## src/rtl/matmul_pkg.sv

```systemverilog
// Shared state encodings and address helpers for the matrix-multiply sequencer.
// The index width of 16 bits covers N up to 16 with headroom.
package matmul_pkg;

    localparam logic [2:0] S_IDLE = 3'd0;
    localparam logic [2:0] S_RD_A = 3'd1;
    localparam logic [2:0] S_WT_A = 3'd2;
    localparam logic [2:0] S_RD_B = 3'd3;
    localparam logic [2:0] S_WT_B = 3'd4;
    localparam logic [2:0] S_MAC  = 3'd5;
    localparam logic [2:0] S_WR_C = 3'd6;
    localparam logic [2:0] S_DONE = 3'd7;

    localparam int unsigned WORD_SHIFT = 2;
    localparam int unsigned IDX_W      = 16;

    // Byte offset of element (row, col) in a row-major n x n word matrix.
    function automatic logic [IDX_W-1:0] idx2off(input logic [IDX_W-1:0] row,
                                                 input logic [IDX_W-1:0] col,
                                                 input logic [IDX_W-1:0] n);
        return (row * n + col) << WORD_SHIFT;
    endfunction

endpackage

```

## src/rtl/matmul_addr_gen.sv

```systemverilog
// i/j/k loop counters for the matrix multiply, producing the A, B and C element
// addresses and end-of-loop flags.
module matmul_addr_gen
    import matmul_pkg::*;
#(
    parameter int unsigned N      = 8,
    parameter int unsigned ADDR_W = 32
) (
    input  logic              clk,
    input  logic              reset,
    input  logic              clear_i,
    input  logic              step_k_i,
    input  logic              step_ij_i,
    input  logic [ADDR_W-1:0] base_a_i,
    input  logic [ADDR_W-1:0] base_b_i,
    input  logic [ADDR_W-1:0] base_c_i,
    output logic [ADDR_W-1:0] addr_a_o,
    output logic [ADDR_W-1:0] addr_b_o,
    output logic [ADDR_W-1:0] addr_c_o,
    output logic              last_k_o,
    output logic              last_ij_o
);

    localparam int unsigned   CW   = $clog2(N);
    localparam logic [CW-1:0] LAST = CW'(N - 1);

    logic [CW-1:0] i_q, j_q, k_q;
    logic [CW-1:0] i_d, j_d, k_d;

    always_comb begin
        i_d = i_q;
        j_d = j_q;
        k_d = k_q;
        if (clear_i) begin
            i_d = '0;
            j_d = '0;
            k_d = '0;
        end else if (step_ij_i) begin
            k_d = '0;
            if (j_q == LAST) begin
                j_d = '0;
                i_d = (i_q == LAST) ? '0 : i_q + CW'(1);
            end else begin
                j_d = j_q + CW'(1);
            end
        end else if (step_k_i) begin
            k_d = k_q + CW'(1);
        end
    end

    always_ff @(posedge clk) begin
        if (reset) begin
            i_q <= '0;
            j_q <= '0;
            k_q <= '0;
        end else begin
            i_q <= i_d;
            j_q <= j_d;
            k_q <= k_d;
        end
    end

    assign addr_a_o  = base_a_i + ADDR_W'(idx2off(IDX_W'(i_q), IDX_W'(k_q), IDX_W'(N)));
    assign addr_b_o  = base_b_i + ADDR_W'(idx2off(IDX_W'(k_q), IDX_W'(j_q), IDX_W'(N)));
    assign addr_c_o  = base_c_i + ADDR_W'(idx2off(IDX_W'(i_q), IDX_W'(j_q), IDX_W'(N)));
    assign last_k_o  = (k_q == LAST);
    assign last_ij_o = (i_q == LAST) && (j_q == LAST);

endmodule

```

## src/rtl/matmul_seq_ctrl.sv

```systemverilog
// Sequencer for C = A x B on data memory: one req/gnt transaction at a time,
// accumulating each dot product and writing C[i][j] when its k loop ends.
module matmul_seq_ctrl
    import matmul_pkg::*;
#(
    parameter int unsigned N      = 8,
    parameter int unsigned ADDR_W = 32,
    parameter int unsigned DATA_W = 32
) (
    input  logic              clk,
    input  logic              reset,
    input  logic              start,
    input  logic [ADDR_W-1:0] base_a,
    input  logic [ADDR_W-1:0] base_b,
    input  logic [ADDR_W-1:0] base_c,
    output logic              busy,
    output logic              done,
    output logic              mem_req,
    output logic              mem_we,
    output logic [ADDR_W-1:0] mem_addr,
    output logic [DATA_W-1:0] mem_wdata,
    input  logic              mem_gnt,
    input  logic              mem_rvalid,
    input  logic [DATA_W-1:0] mem_rdata
);

    localparam logic [ADDR_W-1:0] ALIGN_MASK = ~ADDR_W'(3);

    logic [2:0]        state_q, state_d;
    logic [ADDR_W-1:0] base_a_q, base_a_d, base_b_q, base_b_d, base_c_q, base_c_d;
    logic [DATA_W-1:0] a_q, a_d, b_q, b_d, acc_q, acc_d;
    logic              clear, step_k, step_ij, last_k, last_ij;
    logic [ADDR_W-1:0] addr_a, addr_b, addr_c;

    matmul_addr_gen #(
        .N      (N),
        .ADDR_W (ADDR_W)
    ) u_addr_gen (
        .clk       (clk),
        .reset     (reset),
        .clear_i   (clear),
        .step_k_i  (step_k),
        .step_ij_i (step_ij),
        .base_a_i  (base_a_q),
        .base_b_i  (base_b_q),
        .base_c_i  (base_c_q),
        .addr_a_o  (addr_a),
        .addr_b_o  (addr_b),
        .addr_c_o  (addr_c),
        .last_k_o  (last_k),
        .last_ij_o (last_ij)
    );

    always_comb begin
        state_d  = state_q;
        base_a_d = base_a_q;
        base_b_d = base_b_q;
        base_c_d = base_c_q;
        a_d      = a_q;
        b_d      = b_q;
        acc_d    = acc_q;
        clear    = 1'b0;
        step_k   = 1'b0;
        step_ij  = 1'b0;
        case (state_q)
            S_IDLE: if (start) begin
                state_d  = S_RD_A;
                base_a_d = base_a & ALIGN_MASK;
                base_b_d = base_b & ALIGN_MASK;
                base_c_d = base_c & ALIGN_MASK;
                acc_d    = '0;
                clear    = 1'b1;
            end
            S_RD_A: if (mem_gnt) state_d = S_WT_A;
            S_WT_A: if (mem_rvalid) begin
                a_d     = mem_rdata;
                state_d = S_RD_B;
            end
            S_RD_B: if (mem_gnt) state_d = S_WT_B;
            S_WT_B: if (mem_rvalid) begin
                b_d     = mem_rdata;
                state_d = S_MAC;
            end
            S_MAC: begin
                acc_d = acc_q + a_q * b_q;
                if (last_k) begin
                    state_d = S_WR_C;
                end else begin
                    step_k  = 1'b1;
                    state_d = S_RD_A;
                end
            end
            // step_ij also resets k, so the next element starts its dot product at k=0.
            S_WR_C: if (mem_gnt) begin
                acc_d   = '0;
                step_ij = 1'b1;
                state_d = last_ij ? S_DONE : S_RD_A;
            end
            S_DONE:  state_d = S_IDLE;
            default: state_d = S_IDLE;
        endcase
    end

    always_ff @(posedge clk) begin
        if (reset) begin
            state_q  <= S_IDLE;
            base_a_q <= '0;
            base_b_q <= '0;
            base_c_q <= '0;
            a_q      <= '0;
            b_q      <= '0;
            acc_q    <= '0;
        end else begin
            state_q  <= state_d;
            base_a_q <= base_a_d;
            base_b_q <= base_b_d;
            base_c_q <= base_c_d;
            a_q      <= a_d;
            b_q      <= b_d;
            acc_q    <= acc_d;
        end
    end

    // Address and data are forced to zero outside request states so idle outputs are all 0.
    always_comb begin
        busy      = (state_q != S_IDLE) && (state_q != S_DONE);
        done      = (state_q == S_DONE);
        mem_req   = (state_q == S_RD_A) || (state_q == S_RD_B) || (state_q == S_WR_C);
        mem_we    = (state_q == S_WR_C);
        mem_wdata = (state_q == S_WR_C) ? acc_q : '0;
        case (state_q)
            S_RD_A:  mem_addr = addr_a;
            S_RD_B:  mem_addr = addr_b;
            S_WR_C:  mem_addr = addr_c;
            default: mem_addr = '0;
        endcase
    end

endmodule
```

## config.mk

```make
export PLATFORM = sky130hd
export DESIGN_NAME = matmul_seq_ctrl
export DESIGN_NICKNAME = d
export VERILOG_FILES = /design/src/rtl/matmul_pkg.sv /design/src/rtl/matmul_addr_gen.sv /design/src/rtl/matmul_seq_ctrl.sv
export SDC_FILE = /design/constraint.sdc
export NUM_CORES = 2
export LEC_CHECK = 0
export ABC_AREA = 1
export CAP_MARGIN = 20
export CORE_ASPECT_RATIO = 0.6
export CORE_MARGIN = 1.5
export CORE_UTILIZATION = 30
export DETAILED_ROUTE_END_ITERATION = 8
export PLACE_DENSITY = 0.42
export SLEW_MARGIN = 10
export SYNTH_ARGS = -nofsm -noshare
export SYNTH_HDL_FRONTEND = slang
export SYNTH_HIERARCHICAL = 1
export SYNTH_SLANG_ARGS = --single-unit
export TNS_END_PERCENT = 10
```

## constraint.sdc

```tcl
create_clock -name clk -period 7.1 [get_ports clk]
set_input_delay 1.42 -clock clk [delete_from_list [all_inputs] [get_ports clk]]
set_output_delay 1.42 -clock clk [all_outputs]
set_load 0.1 [all_outputs]
```

==> metrics.csv <==
metric,value,unit
outcome,"finished, final reports clean",
layout-drive-gt1-share,7.95,%
wl_met1,64000,um
setup_tns,0,ns
register_area,4030,um2
worstPathArrival,7.30,ns
period_needed,6.91,ns
ys_top_cells_by_count,"1403 x nand2_1, 1014 x inv_1, 441 x fa_1",
synthArstFlopShare,0,%
routed-wl-met2,38100,um
ys_warn_count,6,
detail_route.first_pass.iterations,5,
die_h,244,um
final_cells,5769,
ios,201,
setup_viol,0,
core_area,96100,um2
layout_setup_ws,0.188,ns
htreeDepth,4,
syn_area,29100,um2
ant_nets,0,
postSynthAreaPerCell,6.88,um2
multiInputGateArea,20600,um2
crit_path_max_fanout,7,
crit_slowest_cell,fa_1,
drv_slew,0,
numCtsBuffers,17,
holdWs,0.465,ns
syn_inst,4231,
finalHoldViolCount,0,
wl,114000,um
cp-end-kind,flop,
reg2reg_to,acc_q[26],
grt_pass1_wl,167000,um
clockBufferDepth,2,
num-fill-cells,10406,
clock-sinks,198,
worst_pin_slew,1.10,ns
yosysMostFrequentCell,nand2_1,
clk-insertion-delay-late,0.53,ns
grt_pass1_vias,24878,
overflow,0,
tritoncts,done,
rows,88,
reg2reg_slack,0.19,ns
powerDensity,133,nW/um2
syn_to_final_growth,19.0,%
max_slew_margin,26.7,%
hold_path_end,acc_q[2],
ys_types,53,
worstSetupPathType,flop to flop,
highest_layer,met4,
start_util,30.3,%
vdd_drop_max,0.157,mV
finalNetCount,5173,
grt_max_degree,89,
cellLeakagePower,18.5,nW
post-dp-hpwl,93500,um
antenna_cells,0,
crit_path_max_incr_delay,0.54,ns
vias,26127,
synth_edf_count,0,
post_synth_main_area_contributors,"fa_1 30%, nand2_1 18%, dfxtp_1 14%, inv_1 13%, ha_1 6.4%",
die_w,405,um
synth_top_area_share,30.3,%
reg2reg_depth,28,
rsz0062_at_grt,yes,
fin_skew,0.0308,ns
start_kind,flop,
root_buffer,clkbuf_16,
design.die.area,98900,um2
grt_use_total,23.0,%
postCtsHoldBufs,0,
synth_top_cell_by_area,fa_1,
wire_per_inst,19.7,um
place_inst,5724,
holdPathStages,2,
ys_ff_latch,198,
drtIter0Drc,2340,
max-cap-violations,0,
grt_antenna_before_repair,2,
synthFlopType,dfxtp_1,
gp_congestion,0.916,
io_buffer_count,192,
viasPerCell,4.53,
total_power,4.59,mW
dp_slack,-0.0722,ns
hold_class,flop to flop,
cp_common_cell,fa_1,
finalCritPeriodShare,97.3,%
max_clock_freq,0.145,GHz
drc,0,
worstPathRequired,7.49,ns
hp-start,acc_q[2],
dr_wl_met3,10800,um
seq_area_frac_synth,13.6,%
cts.clk_slew.worst_paths,0.10,ns
r2r_start,b_q[2],
[worst max path at each step]
stage,from,to,depth (start not counted)
floorplan,b_q[4],acc_q[26],28
global route,a_q[17],acc_q[26],27
global placement,a_q[10],acc_q[26],28
CTS,a_q[10],acc_q[26],28
finish,b_q[2],acc_q[26],28
detailed placement,a_q[10],acc_q[26],28
[through the flow]
stage | cell area, um2 | utilization [%]
floorplan | 29100 | -
global placement | 33600 | 35.0
detailed placement | 33600 | 35.0
CTS | 34300 | 35.7
global route | 34600 | 36.0
finish | 34600 | 36.0
[cell type report]
class,count,share of cell area [%]
clock buffers,18,1.27
repair buffers,390,11.4
multi-input cells,2820,59.4
flip-flops and latches,198,11.6
well taps,1305,4.72
inverters,1024,11.1
clock inverters,14,0.542
[logic make-up (layout without fill, tap and decap cells)]
logic type      after synthesis  in the layout  share of synthesized area [%]
simple gates               1837           1837                           25.9
buf+inv                    1218           1446                           16.1
fa+ha+maj                   589            589                           36.7
compound gates              341            341                           6.30
flops                       198            198                           13.6
xor+xnor                     47             47                           1.41
other cells                   1              6                         0.0129
[cell usage in the layout (no fill, tap or decap), types with 11 or more instances in the layout]
master	count
nand4_1	20
ha_1	147
buf_4	156
dfxtp_1	164
nor2_2	11
xor2_1	31
clkbuf_16	23
o21ai_0	45
xnor2_1	16
inv_1	1009
inv_2	14
fa_1	437
a22oi_1	19
dfxtp_2	26
nand3b_1	27
clkdlybuf4s50_1	191
nor3_1	18
nand2_1	1401
nand3_1	157
buf_12	33
a21oi_1	245
nor2_1	144
nand2_2	23
[what timing repair did]
item | CTS | global route
cloned | 0 | 6
gates resized for setup | 2 | 64
setup buffers | 0 | 7
pin swaps | 2 | 10
setup endpoints to repair | 2 | 14
[power by group]
group          total (mW)  switching (mW)  internal (mW)
registers            1.48           0.231           1.25
clock network        1.10           0.599          0.496
logic                2.01            1.43          0.581
[layer usage]
metal,vias to the layer above,global-route usage [%]
met5,-,0
met4,0,2.86
met3,35,5.39
met2,809,26.6
met1,12509,40.5
li1,12774,-
[worst max-delay path, delay by kind of cell, from the launching register on]
kind / cells / cell delay, ns
AO/OA/AOI/OAI: 3 / 0.29
flip-flops: 1 / 0.36
adder cells (fa/ha/maj): 9 / 4.37
buffers and inverters: 9 / 0.62
AND/OR/NAND/NOR: 7 / 1.10
[state kept, by name (all words and copies together) (netlist names)]
name,cells
a_q,32
acc_q,32
b_q,32
base_a_q,30
base_b_q,30
base_c_q,30
state_q,3
u_addr_gen/i_q,3
u_addr_gen/j_q,3
u_addr_gen/k_q,3
Note: power is estimated with default switching activity, not from simulation.
